**config.mk**
```make
export PLATFORM = sky130hd
export DESIGN_NAME = cordic_log_core
export DESIGN_NICKNAME = d
export VERILOG_FILES = /design/src/rtl/cordic_log_pkg.sv /design/src/rtl/cordic_atanh_rom.sv /design/src/rtl/cordic_log_core.sv
export SDC_FILE = /design/constraint.sdc
export NUM_CORES = 1
export LEC_CHECK = 0
export ABC_CLOCK_PERIOD_IN_PS = 8500
export BUFFER_PORTS_ARGS = -buffer_cell sky130_fd_sc_hd__buf_2
export CORE_MARGIN = 3
export CORE_UTILIZATION = 50
export CTS_CLUSTER_SIZE = 14
export DETAILED_ROUTE_END_ITERATION = 16
export PLACE_DENSITY = 0.68
export SYNTH_ARGS = -nofsm -noshare
export SYNTH_HDL_FRONTEND = slang
export SYNTH_SLANG_ARGS = --single-unit
```
**constraint.sdc**
```tcl
create_clock -name clk -period 8.5 [get_ports clk]
set_clock_uncertainty 0.15 [all_clocks]
set_input_delay 0.425 -clock clk [delete_from_list [all_inputs] [get_ports clk]]
set_output_delay 0.425 -clock clk [all_outputs]
set_load 0.05 [all_outputs]
```
**src/rtl/cordic_log_pkg.sv**
```systemverilog
// Shared constants, angle table, FSM state type and repeat schedule for the
// hyperbolic-CORDIC natural-log engine (Q7.25 fixed point).
package cordic_log_pkg;

    localparam int unsigned Q_W       = 32;
    localparam int unsigned FRAC_BITS = 25;
    localparam int unsigned IDX_W     = 5;

    localparam logic [Q_W-1:0] LN2_Q25 = 32'h0162_E430;

    // atanh(2^-i) in Q7.25; entry 0 is unused.
    localparam logic [Q_W-1:0] ATANH_Q25 [32] = '{
        32'h0000_0000, 32'h0119_3EA8, 32'h0082_C578, 32'h0040_5624,
        32'h0020_0AB1, 32'h0010_0156, 32'h0008_002B, 32'h0004_0005,
        32'h0002_0001, 32'h0001_0000, 32'h0000_8000, 32'h0000_4000,
        32'h0000_2000, 32'h0000_1000, 32'h0000_0800, 32'h0000_0400,
        32'h0000_0200, 32'h0000_0100, 32'h0000_0080, 32'h0000_0040,
        32'h0000_0020, 32'h0000_0010, 32'h0000_0008, 32'h0000_0004,
        32'h0000_0002, 32'h0000_0001, 32'h0000_0000, 32'h0000_0000,
        32'h0000_0000, 32'h0000_0000, 32'h0000_0000, 32'h0000_0000
    };

    typedef enum logic [1:0] {
        IDLE  = 2'd0,
        RUN   = 2'd1,
        SCALE = 2'd2
    } state_t;

    // Step -> shift index: 1,2,3,4,4,5,...,13,13,14,... (4 and 13 repeated).
    function automatic logic [IDX_W-1:0] shift_idx(input logic [IDX_W-1:0] step);
        logic [IDX_W-1:0] idx;
        idx = step + IDX_W'(1);
        if (step >= IDX_W'(4))  idx = idx - IDX_W'(1);
        if (step >= IDX_W'(14)) idx = idx - IDX_W'(1);
        return idx;
    endfunction

endpackage

```
**src/rtl/cordic_atanh_rom.sv**
```systemverilog
// Combinational atanh(2^-i) lookup for the CORDIC micro-rotations.
module cordic_atanh_rom
    import cordic_log_pkg::*;
(
    input  logic [IDX_W-1:0] idx,
    output logic [Q_W-1:0]   atanh_c
);

    always_comb atanh_c = ATANH_Q25[idx];

endmodule

```
**src/rtl/cordic_log_core.sv**
```systemverilog
// Iterative hyperbolic-CORDIC ln() engine, one micro-rotation per clock.
// CORDIC_EXP_CORR_EN adds exponent*ln2 with saturation; otherwise ln(1+m) only.
module cordic_log_core
    import cordic_log_pkg::*;
#(
    parameter int unsigned ITER = 16,
    parameter int unsigned W    = 32
) (
    input  logic         clk,
    input  logic         reset,
    input  logic [W-1:0] x,
    input  logic [W-1:0] y,
    input  logic [7:0]   exponent,
    input  logic         valid,
    output logic         busy,
    output logic         done,
    output logic [W-1:0] log_out
);

    localparam int unsigned N = ITER + ((ITER >= 4) ? 1 : 0) + ((ITER >= 13) ? 1 : 0);
    localparam logic [IDX_W-1:0] LAST_STEP = IDX_W'(N - 1);

    state_t              state, state_nx;
    logic signed [W-1:0] xr, yr, zr;
    logic [IDX_W-1:0]    step, idx_c;
    logic [Q_W-1:0]      atanh_c;
    logic signed [W-1:0] xs_c, ys_c, at_c;
    logic [W-1:0]        scaled_c;

    assign idx_c = shift_idx(step);
    assign xs_c  = xr >>> idx_c;
    assign ys_c  = yr >>> idx_c;
    assign at_c  = W'(atanh_c);

    cordic_atanh_rom u_rom (
        .idx     (idx_c),
        .atanh_c (atanh_c)
    );

`ifdef CORDIC_EXP_CORR_EN
    localparam int unsigned EW = 40;
    localparam logic signed [EW-1:0] SAT_HI = $signed(EW'(1) << (W - 1));
    localparam logic signed [EW-1:0] SAT_LO = -SAT_HI;

    logic [7:0]           exp_r;
    logic signed [EW-1:0] z2_c, prod_c, res_c;

    // 2*z +/- |e|*ln2 at extended width, clamped to the Q7.25 range.
    always_comb begin
        z2_c     = {{(EW - W){zr[W-1]}}, zr};
        z2_c     = z2_c <<< 1;
        prod_c   = EW'(exp_r[6:0]) * EW'(LN2_Q25);
        res_c    = exp_r[7] ? (z2_c - prod_c) : (z2_c + prod_c);
        scaled_c = res_c[W-1:0];
        if (res_c >= SAT_HI)
            scaled_c = {1'b0, {(W - 1){1'b1}}};
        else if (res_c <= SAT_LO)
            scaled_c = {1'b1, {(W - 1){1'b0}}};
    end
`else
    logic unused_exponent;
    assign unused_exponent = ^exponent;
    assign scaled_c        = W'(zr <<< 1);
`endif

    always_ff @(posedge clk or negedge reset) begin
        if (!reset) state <= IDLE;
        else        state <= state_nx;
    end

    always_comb begin
        state_nx = state;
        case (state)
            IDLE:    if (valid) state_nx = RUN;
            RUN:     if (step == LAST_STEP) state_nx = SCALE;
            SCALE:   state_nx = IDLE;
            default: state_nx = IDLE;
        endcase
    end

    // Datapath: capture, micro-rotate (pre-edge values on both sides), scale.
    always_ff @(posedge clk or negedge reset) begin
        if (!reset) begin
            xr      <= '0;
            yr      <= '0;
            zr      <= '0;
            step    <= '0;
            busy    <= 1'b0;
            done    <= 1'b0;
            log_out <= '0;
`ifdef CORDIC_EXP_CORR_EN
            exp_r   <= '0;
`endif
        end else begin
            busy <= (state_nx != IDLE);
            done <= (state == SCALE);
            case (state)
                IDLE: if (valid) begin
                    xr    <= $signed(x);
                    yr    <= $signed(y);
                    zr    <= '0;
                    step  <= '0;
`ifdef CORDIC_EXP_CORR_EN
                    exp_r <= exponent;
`endif
                end
                RUN: begin
                    if (!yr[W-1]) begin
                        xr <= xr - ys_c;
                        yr <= yr - xs_c;
                        zr <= zr + at_c;
                    end else begin
                        xr <= xr + ys_c;
                        yr <= yr + xs_c;
                        zr <= zr - at_c;
                    end
                    step <= step + IDX_W'(1);
                end
                SCALE: log_out <= scaled_c;
                default: ;
            endcase
        end
    end

endmodule

```
# [Word level (Yosys, flattened, before mapping)]
# Memory sizes are Yosys's and may differ from the RTL's.
# Index checks and enable logic that the tools add are counted.
[classes] n_addsub=9 n_lt_le_gt_ge=3 n_eq_ne=4 shift=2 mux=18 n_bitwise=1 reduce_logical=4
[op_table] operator="$mux 32" count=8
[op_table] operator="$pmux 32 s2" count=3
[op_table] operator="$add 32x32->32" count=3
[op_table] operator="$sub 32x32->32" count=3
[op_table] operator="$sshr 32x5->32" count=2
[op_table] operator="$mux 5" count=3
[op_table] operator="$pmux 5 s2" count=1
[op_table] operator="$sub 5x1->5 const B" count=2
[op_table] operator="$ge 6x6->1 const B" count=1
[op_table] operator="$not 5->6" count=1
[op_table] operator="$add 5x1->5 const B" count=1
[op_table] operator="$eq 5x5->1 const B" count=1
[op_table] operator="$ge 5x3->1 const B" count=1
[op_table] operator="$ge 5x4->1 const B" count=1
[op_table] operator="$mux 2" count=2
[op_table] operator="$pmux 2 s2" count=1
[op_table] operator="$reduce_bool 2->1" count=2
[op_table] operator="$eq 2x1->1 const B" count=1
[op_table] operator="$eq 2x2->1 const B" count=1
[op_table] operator="$logic_not 2->1" count=1
[op_table] operator="$ne 2x2->1 const B" count=1
[op_table] operator="$reduce_and 2->1" count=1
[totals] register_bits=136 rom_bits=1024 inputBits=75 out_inout_bits=34 wordCells=50 memories=1
[memory_table] name="(name not given)" words=32 word_bits=32 rd=1 rd_clocked_by_memory_dff=0 wr=0 line="cordic_atanh_rom.sv:9" source="always_comb atanh_c = ATANH_Q25[idx];"

# [Logic depth before layout (Yosys ltp)]
# Gate-level depths: netlist (run 1).
[depth] ltp_word=12 ltp_mapped=35 ltp_nobuf=28

# [Cells and area by module]
# From an unflattened synthesis (run 1), not the netlist that was laid out.
[hier_totals] cells_unflattened=2283 hier_area_um2=17823.3
[by_module_without_submodules] mod="cordic_log_core" n_inst=1 cells_per_inst=2196 area_per_inst_um2=17254.0
[by_module_without_submodules] mod="cordic_atanh_rom" n_inst=1 cells_per_inst=87 area_per_inst_um2=569.3

# [Least setup slack after synthesis (run 1)]
# OpenSTA, ideal clock, no wires.
[synth_timing] path_kind="register to register" from="register step[0]" to="register yr[28]" setup_time_ns=0.136 arrival_time_ns=7.042 required_time_ns=8.214 slack_ns=1.171 stages_incl_launch_ff=30 path_cell_list="dfrtp_1 buf_2 clkbuf_1 inv_1 ha_1 clkbuf_1 o21ai_0 o2111a_1 clkbuf_1 clkbuf_1 nor2_1 a221o_1 a211oi_1 nand4_1 a21oi_1 a31oi_1 xnor2_1 ha_1 a21o_1 a21o_1 a21o_1 a21o_1 a21o_1 a2111oi_0 nor3_1 a211oi_1 o21ai_0 o311ai_0 xor2_1 a21oi_1"
[synth_via] elab_chain_len=9 elab_cells_between_ends=12 classes_between="5 x add/sub; 2 x order compare; 1 x shift; 4 x mux"
[synth_lines] item="start, declared" line="cordic_log_core.sv:25" source="logic [IDX_W-1:0] step, idx_c;"
[synth_lines] item="start signal, assigned" line="cordic_log_core.sv:117" source="step <= step + IDX_W'(1);"
[synth_lines] item="$add 5x1->5" line="cordic_log_pkg.sv:32" source="idx = step + IDX_W'(1);"
[synth_lines] item="$sub 5x1->5" line="cordic_log_pkg.sv:33" source="if (step >= IDX_W'(4)) idx = idx - IDX_W'(1);"
[synth_lines] item="$mux 5" line="cordic_log_pkg.sv:33"
[synth_lines] item="$sub 5x1->5" line="cordic_log_pkg.sv:34" source="if (step >= IDX_W'(14)) idx = idx - IDX_W'(1);"
[synth_lines] item="$mux 5 (*)" line="cordic_log_pkg.sv:34"
[synth_lines] item="$sshr 32x5->32 (*)" line="cordic_log_core.sv:31" source="assign xs_c = xr >>> idx_c;"
[synth_lines] item="$sub 32x32->32 / $add 32x32->32 (equally long branches)" line="cordic_log_core.sv:110, cordic_log_core.sv:114"
[synth_lines] item="$mux 32 (*)" line="cordic_log_core.sv:108" source="if (!yr[W-1]) begin"
[synth_lines] item="$pmux 32 s2 (*)" line="cordic_log_core.sv:97" source="case (state)"
[synth_lines] item="end signal, assigned" line="cordic_log_core.sv:100" source="yr <= $signed(y);"
[synth_lines] item="end signal, assigned" line="cordic_log_core.sv:110" source="yr <= yr - xs_c;"
[synth_lines] item="end signal, assigned" line="cordic_log_core.sv:114" source="yr <= yr + xs_c;"
[synth_lines] item="end, declared" line="cordic_log_core.sv:24" source="logic signed [W-1:0] xr, yr, zr;"
# Mark *: on every way between the ends. The rest lies on a longest branch, timed or not.
# A chain may end at the register's enable or synchronous reset.

# [Worst setup path after layout (run 1)]
[layout_timing] from="register step[3]" to="register yr[30]"
# The elaborated chain is that of the path after synthesis.

==> impl_metrics.yaml, run 1 <==
floorplan:
  die_y_um: 191
  die_w_um: 191
  io-pin-count: 109
  coreArea_um2: 33600
  initial_utilization_pct: 50.9
  dieArea_um2: 36500
  num_rows: 67
clocking:
  cts_sinks: 135
  cts_buffers: 17
  cts_tree: "yes"
  clkLatencyLatePin_ns: 0.46
  path_clk_slew_ns: 0.07
  root_buffer: "clkbuf_16"
  cts_setup_buffers: 0
  cts_max_path_buffers: 2
  htree_levels: 4
timing:
  worst_pin_slew_ns: 1.15
  holdWs_ns: 0.0530
  fin_crit_ns: 7.99
  drv_slew: 0
  timing.setup.tns_ns: 0
  fmax_ghz: 0.125
  finalSetupViolCount: 0
  final_hold_viol_count: 0
  rsz0062_at_grt: "no"
  timing.final.crit_share_pct: 94.0
  max_slew_margin_pct: 21.5
grt:
  antenna_found_initial: 0
  grt_overflow_total: 0
  grt_first_pass_wirelength_um: 93800
  grt_usage_pct: 32.6
  grt_pass1_vias: 16497
  grt_max_degree: 82
final_layout:
  layout-drive-gt1-share_pct: 16.5
  multiInputGateArea_um2: 12900
  antenna_cells: 0
  nets: 2402
  layout_common_cells: "280 x nand2_1, 182 x nor2_1, 165 x a21oi_1"
  seq_area_um2: 3380
  nFillCells: 3236
  finish.cell_count_without_fillers: 2673
  finalCoreUtilization_pct: 56.1
  area_delta_synth_final_pct: 10.2
  final_common_cell: "nand2_1"
placement:
  dpl.hpwl_um: 46000
  io_buffers: 99
  globalplace.congestion: 1.02
  placed_cells: 2640
synth:
  synth_cell_types: 101
  synth_adder_area_share_pct: 8.55
  synth_warnings: 0
  netlist_area_um2: 17100
  syn_nets: 2330
  synthXorXnorAreaFrac_pct: 7.43
  ys.flop_type: "dfrtp_1"
  yosys.area_share.simple_pct: 20.4
  avgSynthCellArea_um2: 7.99
  synth_compound_area_share_pct: 25.3
  async_flop_share_pct: 100
  synth-edff-count: 0
  seq_area_frac_synth_pct: 19.8
  synth_top_family_by_area: "compound AO/OA/AOI/OAI gates"
  syn_inst: 2140
  ys_ff_latch: 135
  synth_mux_area_share_pct: 13.3
flow_run:
  maxCapViolCount: 0
routing:
  wirelength_um: 59800
  drtPass1Iterations: 5
  vias: 17449
  vias_per_cell: 6.53
  drc_errors: 0
  antenna_left: 0
  drt_iter0_markers: 2021
  wl_per_cell_um: 22.4
worst_setup_path:
  path_max_fanout: 18
  worstSetupEndpointType: "register"
  start_kind: "register"
  slowest_delay_ns: 0.66
  critPathBufInv: 3
  crit_required_ns: 8.71
  reg2reg_slack_ns: 0.51
  crit_arrival_ns: 8.20
  worst-setup-path-type: "reg2reg"
  slowest_stage: "or3_1"
  crit_family: "simple AND/OR/NAND/NOR gates"
status:
  run_status: "finished, final reports clean"
hold_path:
  hold_path.class: "in2reg"
==> registers in the layout (all words and copies together), names as in the netlist <==
register / flops
yr: 32
done: 1
step: 5
state: 2
busy: 1
zr: 31
log_out: 31
xr: 32
==> worst min-delay path, delay by kind of cell <==
| family | cells | cell delay (ns) |
|---|---|---|
| compound gates | 1 | 0.07 |
| buf+inv | 1 | 0.09 |
| simple gates | 1 | 0.04 |
==> synthesized netlist by cell type, drive strengths merged, types with 9 or more instances <==
cell type  number  area [um2]
nand2         282        1070
nor2          185         694
a21oi         166         835
dfrtp         135        3380
o21ai         130         677
ha            112        1400
a31oi          95         609
clkbuf         84         315
xnor2          84         736
nand3          79         415
mux2i          74         748
xor2           61         534
nor3           56         322
a21o           55         413
buf            53         424
mux4           49        1100
mux2           38         428
inv            36         135
a211oi         31         238
and2           23         144
and3           23         144
nand4          17         106
o22ai          17         113
o21bai         15         113
nand2b         14        87.6
o211ai         14         105
or3            14        87.6
nor4           13         103
nor2b          12        75.1
a21boi         10        75.1
a22o           10        87.6
a22oi          10        75.1
a32oi           9        78.8
o21a            9        67.6
==> final cells by class <==
class                           instances  share of cell area (%)
Clock inverter                         12                   0.750
Clock buffer                           20                    2.48
Inverter                               38                   0.757
Timing Repair Buffer                  190                    6.57
Multi-Input combinational cell       1830                    68.5
Tap cell                              448                    2.97
Sequential cell                       135                    17.9
==> routing by layer <==
layer | track usage [%] | up-vias | share of wire [%]
li1 | - | 8131 | -
met4 | 11.1 | 0 | 3.2
met1 | 43.6 | 8445 | 43
met3 | 4.80 | 118 | 7.0
met5 | 0 | - | 0
met2 | 54.2 | 755 | 47
==> timing repair <==
| action | in CTS | in global routing |
|---|---|---|
| endpoints found under the hold margin | 66 | 0 |
| resized for setup | 0 | 0 |
| endpoints found under the setup margin | 0 | 0 |
| hold buffers | 1 | 0 |
==> stage by stage <==
stage	instance area [um2]	worst slack [ns]
floorplan	17100	1.17
global placement	18200	0.759
detailed placement	18200	0.647
CTS	18800	0.604
global route	18800	0.134
finish	18800	0.511
==> final timing paths <==
kind	startpoint	endpoint	cells past startpoint
max in group asynchronous	reset	xr[20]$_DFFE_PN0P_	3
max reg2reg	step[3]$_DFFE_PN0P_	yr[30]$_DFFE_PN0P_	27
min in group asynchronous	reset	busy$_DFF_PN0_	2
min	x[9]	xr[9]$_DFFE_PN0P_	3
max	step[3]$_DFFE_PN0P_	yr[30]$_DFFE_PN0P_	27
min reg2reg	log_out[10]$_DFFE_PN0P_	log_out[10]$_DFFE_PN0P_	1
==> cells by family (layout without fill, tap and decap cells) <==
| family | count (synthesis) | after routing |
|---|---|---|
| DFF | 135 | 135 |
| muxes | 161 | 161 |
| AOI/OAI and AO/OA | 660 | 660 |
| xor gates and xnor gates | 145 | 145 |
| adders and majority gates | 115 | 115 |
| other | 1 | 1 |
| and+or+nand+nor | 748 | 748 |
| buffers and inverters | 175 | 260 |
Power of run 1 is not shown: default switching activity piles up to over one toggle a cycle in this logic, so the estimate is an artifact.
==> inputs of run 2 (changes only) <==
--- a/config.mk
+++ b/config.mk
@@ -11,7 +11,8 @@
 export CORE_UTILIZATION = 50
 export CTS_CLUSTER_SIZE = 14
 export DETAILED_ROUTE_END_ITERATION = 16
-export PLACE_DENSITY = 0.68
+export PLACE_DENSITY_LB_ADDON = 0.08
+export SLEW_MARGIN = 20
 export SYNTH_ARGS = -nofsm -noshare
 export SYNTH_HDL_FRONTEND = slang
 export SYNTH_SLANG_ARGS = --single-unit
==> run 2 against run 1 <==
Against the previous run: worst hold slack improved by 0.0084 ns; design area fell by 0.62%; die area did not move; sequential share of layout area rose by 0.11 points; non-clock buffer count fell by 22; first-iteration DRC count fell by 9.9%; final cell count fell by 0.79%; clock-buffer cell count fell by 2; via count fell by 0.36%; global-route usage rose by 0.35 points; core utilization fell by 0.35 points.
==> impl_metrics.yaml, run 2 (same netlist as run 1, synthesis figures left out) <==
final_layout:
  layout_common_cells: "280 x nand2_1, 182 x nor2_1, 165 x a21oi_1"
  top_regs: "xr: 32 flops, yr: 32 flops"
  stdcell_area_um2: 18700
  final_common_cell: "nand2_1"
  layout-drive-gt1-share_pct: 15.8
  multiInputGateArea_um2: 12900
  seq_area_um2: 3380
  nets: 2380
  nFillCells: 3144
  area_delta_synth_final_pct: 9.53
clocking:
  cts_sinks: 135
  cts_buffers: 17
  path_clk_slew_ns: 0.07
  cts_max_path_buffers: 2
  cts_tree: "yes"
  cts_setup_buffers: 0
  htree_levels: 4
  clkLatencyLatePin_ns: 0.45
  root_buffer: "clkbuf_16"
hold_path:
  hold_path.class: "in2reg"
  min_from: "y[23]"
grt:
  antenna_found_initial: 0
  grt_pass1_vias: 16416
  grt_overflow_total: 0
  grt_usage_pct: 33.0
  grt_first_pass_wirelength_um: 94800
  grt_max_degree: 84
worst_setup_path:
  slowest_stage: "mux4_2"
  slowest_delay_ns: 0.60
  crit_start: "step[1]$_DFFE_PN0P_"
  start_kind: "register"
  worstSetupEndpointType: "register"
  crit_family: "compound AO/OA/AOI/OAI gates"
  worst-setup-path-type: "reg2reg"
  critPathBufInv: 3
  crit_required_ns: 8.71
  r2r_start: "step[1]$_DFFE_PN0P_"
  crit_arrival_ns: 8.21
  path_max_fanout: 23
timing:
  final_hold_viol_count: 0
  timing.final.crit_share_pct: 94.1
  timing.setup.tns_ns: 0
  fin_crit_ns: 8.00
  drv_slew: 0
  finalSetupViolCount: 0
  worst_pin_slew_ns: 1.12
  fmax_ghz: 0.125
  rsz0062_at_grt: "no"
  max_slew_margin_pct: 24.7
placement:
  globalplace.congestion: 1.05
  dpl.hpwl_um: 45900
  postPlaceCellArea_um2: 18100
  io_buffers: 99
routing:
  drt_iter0_markers: 1821
  wirelength_um: 60500
  vias: 17386
  wl_per_cell_um: 22.8
  drtPass1Iterations: 6
  vias_per_cell: 6.56
  drc_errors: 0
  antenna_left: 0
floorplan:
  coreArea_um2: 33600
  die_y_um: 191
  io-pin-count: 109
  dieArea_um2: 36500
  die_w_um: 191
  num_rows: 67
  initial_utilization_pct: 50.9
flow_run:
  maxCapViolCount: 0
status:
  run_status: "finished, final reports clean"
## run 2: changes by cell type in the layout (fill, tap and decap cells not counted), sizes merged
cell,before,now
diode,0,1
clkbuf,20,18
buf,189,167
bufinv,2,3
clkinv,8,4
inv,39,43
clkinvlp,1,2
## run 2: worst reg2reg max path: cells and delay by family (launching register included)
| family | cells | cell delay [ns] |
|---|---|---|
| multiplexers | 2 | 0.86 |
| buffers and inverters | 3 | 0.72 |
| AND/OR/NAND/NOR | 5 | 1.34 |
| flip-flops | 1 | 0.45 |
| XOR/XNOR | 1 | 0.23 |
| adder cells (fa/ha/maj) | 3 | 1.04 |
| AO/OA/AOI/OAI | 14 | 3.12 |
## run 2: final cells by class
type / count / area share (%)
Multi-Input combinational cell: 1830 / 69.1
Sequential cell: 135 / 18.0
Timing Repair Buffer: 168 / 5.79
Tap cell: 448 / 2.99
Clock buffer: 18 / 2.34
Clock inverter: 14 / 0.989
Inverter: 38 / 0.762
Antenna cell: 1 / 0.0134
## run 2: path summary, 6_finish.rpt
kind / to / depth (start not counted) / slack [ns]
min in group asynchronous: log_out[2]$_DFFE_PN0P_ / 2 / 0.42
worst min-delay path: yr[23]$_DFFE_PN0P_ / 3 / 0.06
worst max-delay path: xr[31]$_DFFE_PN0P_ / 28 / 0.50
worst min register to register: log_out[21]$_DFFE_PN0P_ / 1 / 0.35
max in group asynchronous: xr[19]$_DFFE_PN0P_ / 3 / 6.46
worst max register to register: xr[31]$_DFFE_PN0P_ / 28 / 0.50
## run 2: timing repair
| item | 4_1_cts | 5_1_grt |
|---|---|---|
| setup endpoints to repair | 0 | 1 |
| gates resized for setup | 0 | 2 |
| hold endpoints to repair | 70 | 0 |
| hold buffers | 1 | 0 |
## run 2: stage by stage
stage	util, %	std cells	hold WS (ns)	setup slack (ns)
after detailed placement	53.8	2618	0.340	0.529
final	55.7	2652	0.0613	0.499
after global routing	55.7	2651	0.0631	0.0902
after floorplan	-	2140	-0.0206	1.17
after CTS	55.7	2651	0.0503	0.465
after global placement	53.8	2618	0.332	0.667
## run 2: routing by layer
metal | part of all wire, % | vias to the layer above | GRT usage (%)
li1 | - | 8089 | -
met1 | 43 | 8461 | 44.3
met2 | 47 | 719 | 54.6
met3 | 6.8 | 117 | 5.06
met4 | 3.2 | 0 | 10.7
met5 | 0 | - | 0
Power of run 2 is left out for the same reason.
==> inputs of run 3 (changes only) <==
--- a/config.mk
+++ b/config.mk
@@ -6,7 +6,7 @@
 export NUM_CORES = 1
 export LEC_CHECK = 0
 export ABC_CLOCK_PERIOD_IN_PS = 8500
-export BUFFER_PORTS_ARGS = -buffer_cell sky130_fd_sc_hd__buf_2
+export BUFFER_PORTS_ARGS = -buffer_cell sky130_fd_sc_hd__buf_4
 export CORE_MARGIN = 3
 export CORE_UTILIZATION = 50
 export CTS_CLUSTER_SIZE = 14
==> run 3 against run 2 <==
Against the previous run: worst hold slack better by 0.0065 ns; non-clock buffer count is 4 higher; core utilization is 0.75 points higher; critical path type unchanged.
==> impl_metrics.yaml, run 3 (same netlist as run 1, synthesis figures left out) <==
timing:
  max_slew_margin_pct: 17.7
  drv_slew: 0
  finalSetupViolCount: 0
  final_hold_viol_count: 0
  worst_pin_slew_ns: 1.23
  fmax_ghz: 0.126
  timing.final.crit_share_pct: 93.7
  holdWs_ns: 0.0678
  timing.setup.tns_ns: 0
  rsz0062_at_grt: "no"
  fin_crit_ns: 7.97
routing:
  drtPass1Iterations: 7
  vias: 17322
  vias_per_cell: 6.52
  wl_per_cell_um: 22.6
  antenna_left: 0
  drt_iter0_markers: 1480
  drc_errors: 0
  wirelength_um: 59900
hold_path:
  hold_path.class: "in2reg"
  min_from: "y[25]"
  holdPathEnd: "yr[25]$_DFFE_PN0P_"
  min_path_cells: 3
floorplan:
  die_y_um: 191
  io-pin-count: 109
  coreArea_um2: 33600
  initial_utilization_pct: 50.9
  die_w_um: 191
  dieArea_um2: 36500
  num_rows: 67
placement:
  io_buffers: 99
  globalplace.congestion: 1.01
  dpl.hpwl_um: 45500
worst_setup_path:
  worst-setup-path-type: "reg2reg"
  crit_start: "step[2]$_DFFE_PN0P_"
  path_max_fanout: 32
  r2r_start: "step[2]$_DFFE_PN0P_"
  rr_worst_depth: 26
  slowest_delay_ns: 0.65
  crit_required_ns: 8.71
  regToRegEndpoint: "xr[31]$_DFFE_PN0P_"
  start_kind: "register"
  slowest_stage: "or3_1"
  reg2reg_slack_ns: 0.53
  crit_top_cell: "o21ai_0"
  crit_arrival_ns: 8.18
  worstSetupEndpointType: "register"
clocking:
  clkLatencyLatePin_ns: 0.46
  cts_buffers: 17
  cts_tree: "yes"
  root_buffer: "clkbuf_16"
  path_clk_slew_ns: 0.08
  cts_sinks: 135
  cts_setup_buffers: 0
  htree_levels: 4
  cts_max_path_buffers: 2
final_layout:
  top_regs: "xr: 32 flops, yr: 32 flops"
  layout_common_cells: "280 x nand2_1, 182 x nor2_1, 165 x a21oi_1"
  layout-drive-gt1-share_pct: 15.8
  area_delta_synth_final_pct: 11.0
  final_common_cell: "nand2_1"
  nets: 2384
status:
  run_status: "finished, final reports clean"
grt:
  grt_overflow_total: 0
  grt_pass1_vias: 16421
  antenna_found_initial: 0
  grt_usage_pct: 32.9
  grt_max_degree: 84
  grt_first_pass_wirelength_um: 94100
flow_run:
  maxCapViolCount: 0
[run 3: cell types whose count changed in the layout (fill, tap and decap cells not counted), sizes merged]
cell	before	now
buf	167	171
inv	43	39
clkbuf	18	20
clkinv	4	6
bufinv	3	2
clkinvlp	2	3
[run 3: critical path, delay by kind of cell, from the launching register on]
family / cells / cell delay [ns]
multiplexers: 2 / 0.85
AO/OA/AOI/OAI: 14 / 3.40
AND/OR/NAND/NOR: 6 / 1.97
XOR/XNOR: 1 / 0.25
adder cells (fa/ha/maj): 1 / 0.25
buffers and inverters: 2 / 0.43
flip-flops: 1 / 0.55
[run 3: worst max-delay path by stage]
stage	to	slack, ns	cells past startpoint
2_1_floorplan	yr[28]$_DFFE_PN0P_	1.17	29
3_3_place_gp	yr[30]$_DFFE_PN0P_	0.86	28
3_5_place_dp	yr[30]$_DFFE_PN0P_	0.75	28
4_1_cts	yr[30]$_DFFE_PN0P_	0.71	28
5_1_grt	yr[30]$_DFFE_PN0P_	0.02	27
6_report	xr[31]$_DFFE_PN0P_	0.53	26
[run 3: routing by layer]
metal / global-route usage (%) / vias to the layer above / wire length, um
met4: 12.8 / 0 / 2300
met1: 43.2 / 8374 / 25500
met5: 0 / - / 0
li1: - / 8075 / -
met2: 53.6 / 730 / 27800
met3: 6.33 / 143 / 4320
[run 3: layout make-up]
type / instances / area (um2)
Fill cell: 3143 / 14600
Multi-Input combinational cell: 1830 / 12900
Sequential cell: 135 / 3380
Timing Repair Buffer: 172 / 1370
Tap cell: 448 / 561
Clock buffer: 20 / 457
Clock inverter: 12 / 143
Inverter: 38 / 143
Antenna cell: 1 / 2.50
[run 3: through the flow]
step	setup WS [ns]	utilization [%]	instances	instance area, um2
2_1_floorplan	1.17	-	2140	17100
6_report	0.534	56.5	2656	19000
5_1_grt	0.0170	56.5	2655	19000
3_5_place_dp	0.746	54.6	2622	18400
3_3_place_gp	0.857	54.6	2622	18400
4_1_cts	0.708	56.5	2655	19000
[run 3: repair_timing]
item / in CTS / in global routing
endpoints found under the setup margin: 0 / 2
endpoints found under the hold margin: 64 / 0
hold buffers: 1 / 0
resized for setup: 0 / 1
Power of run 3 is left out for the same reason.
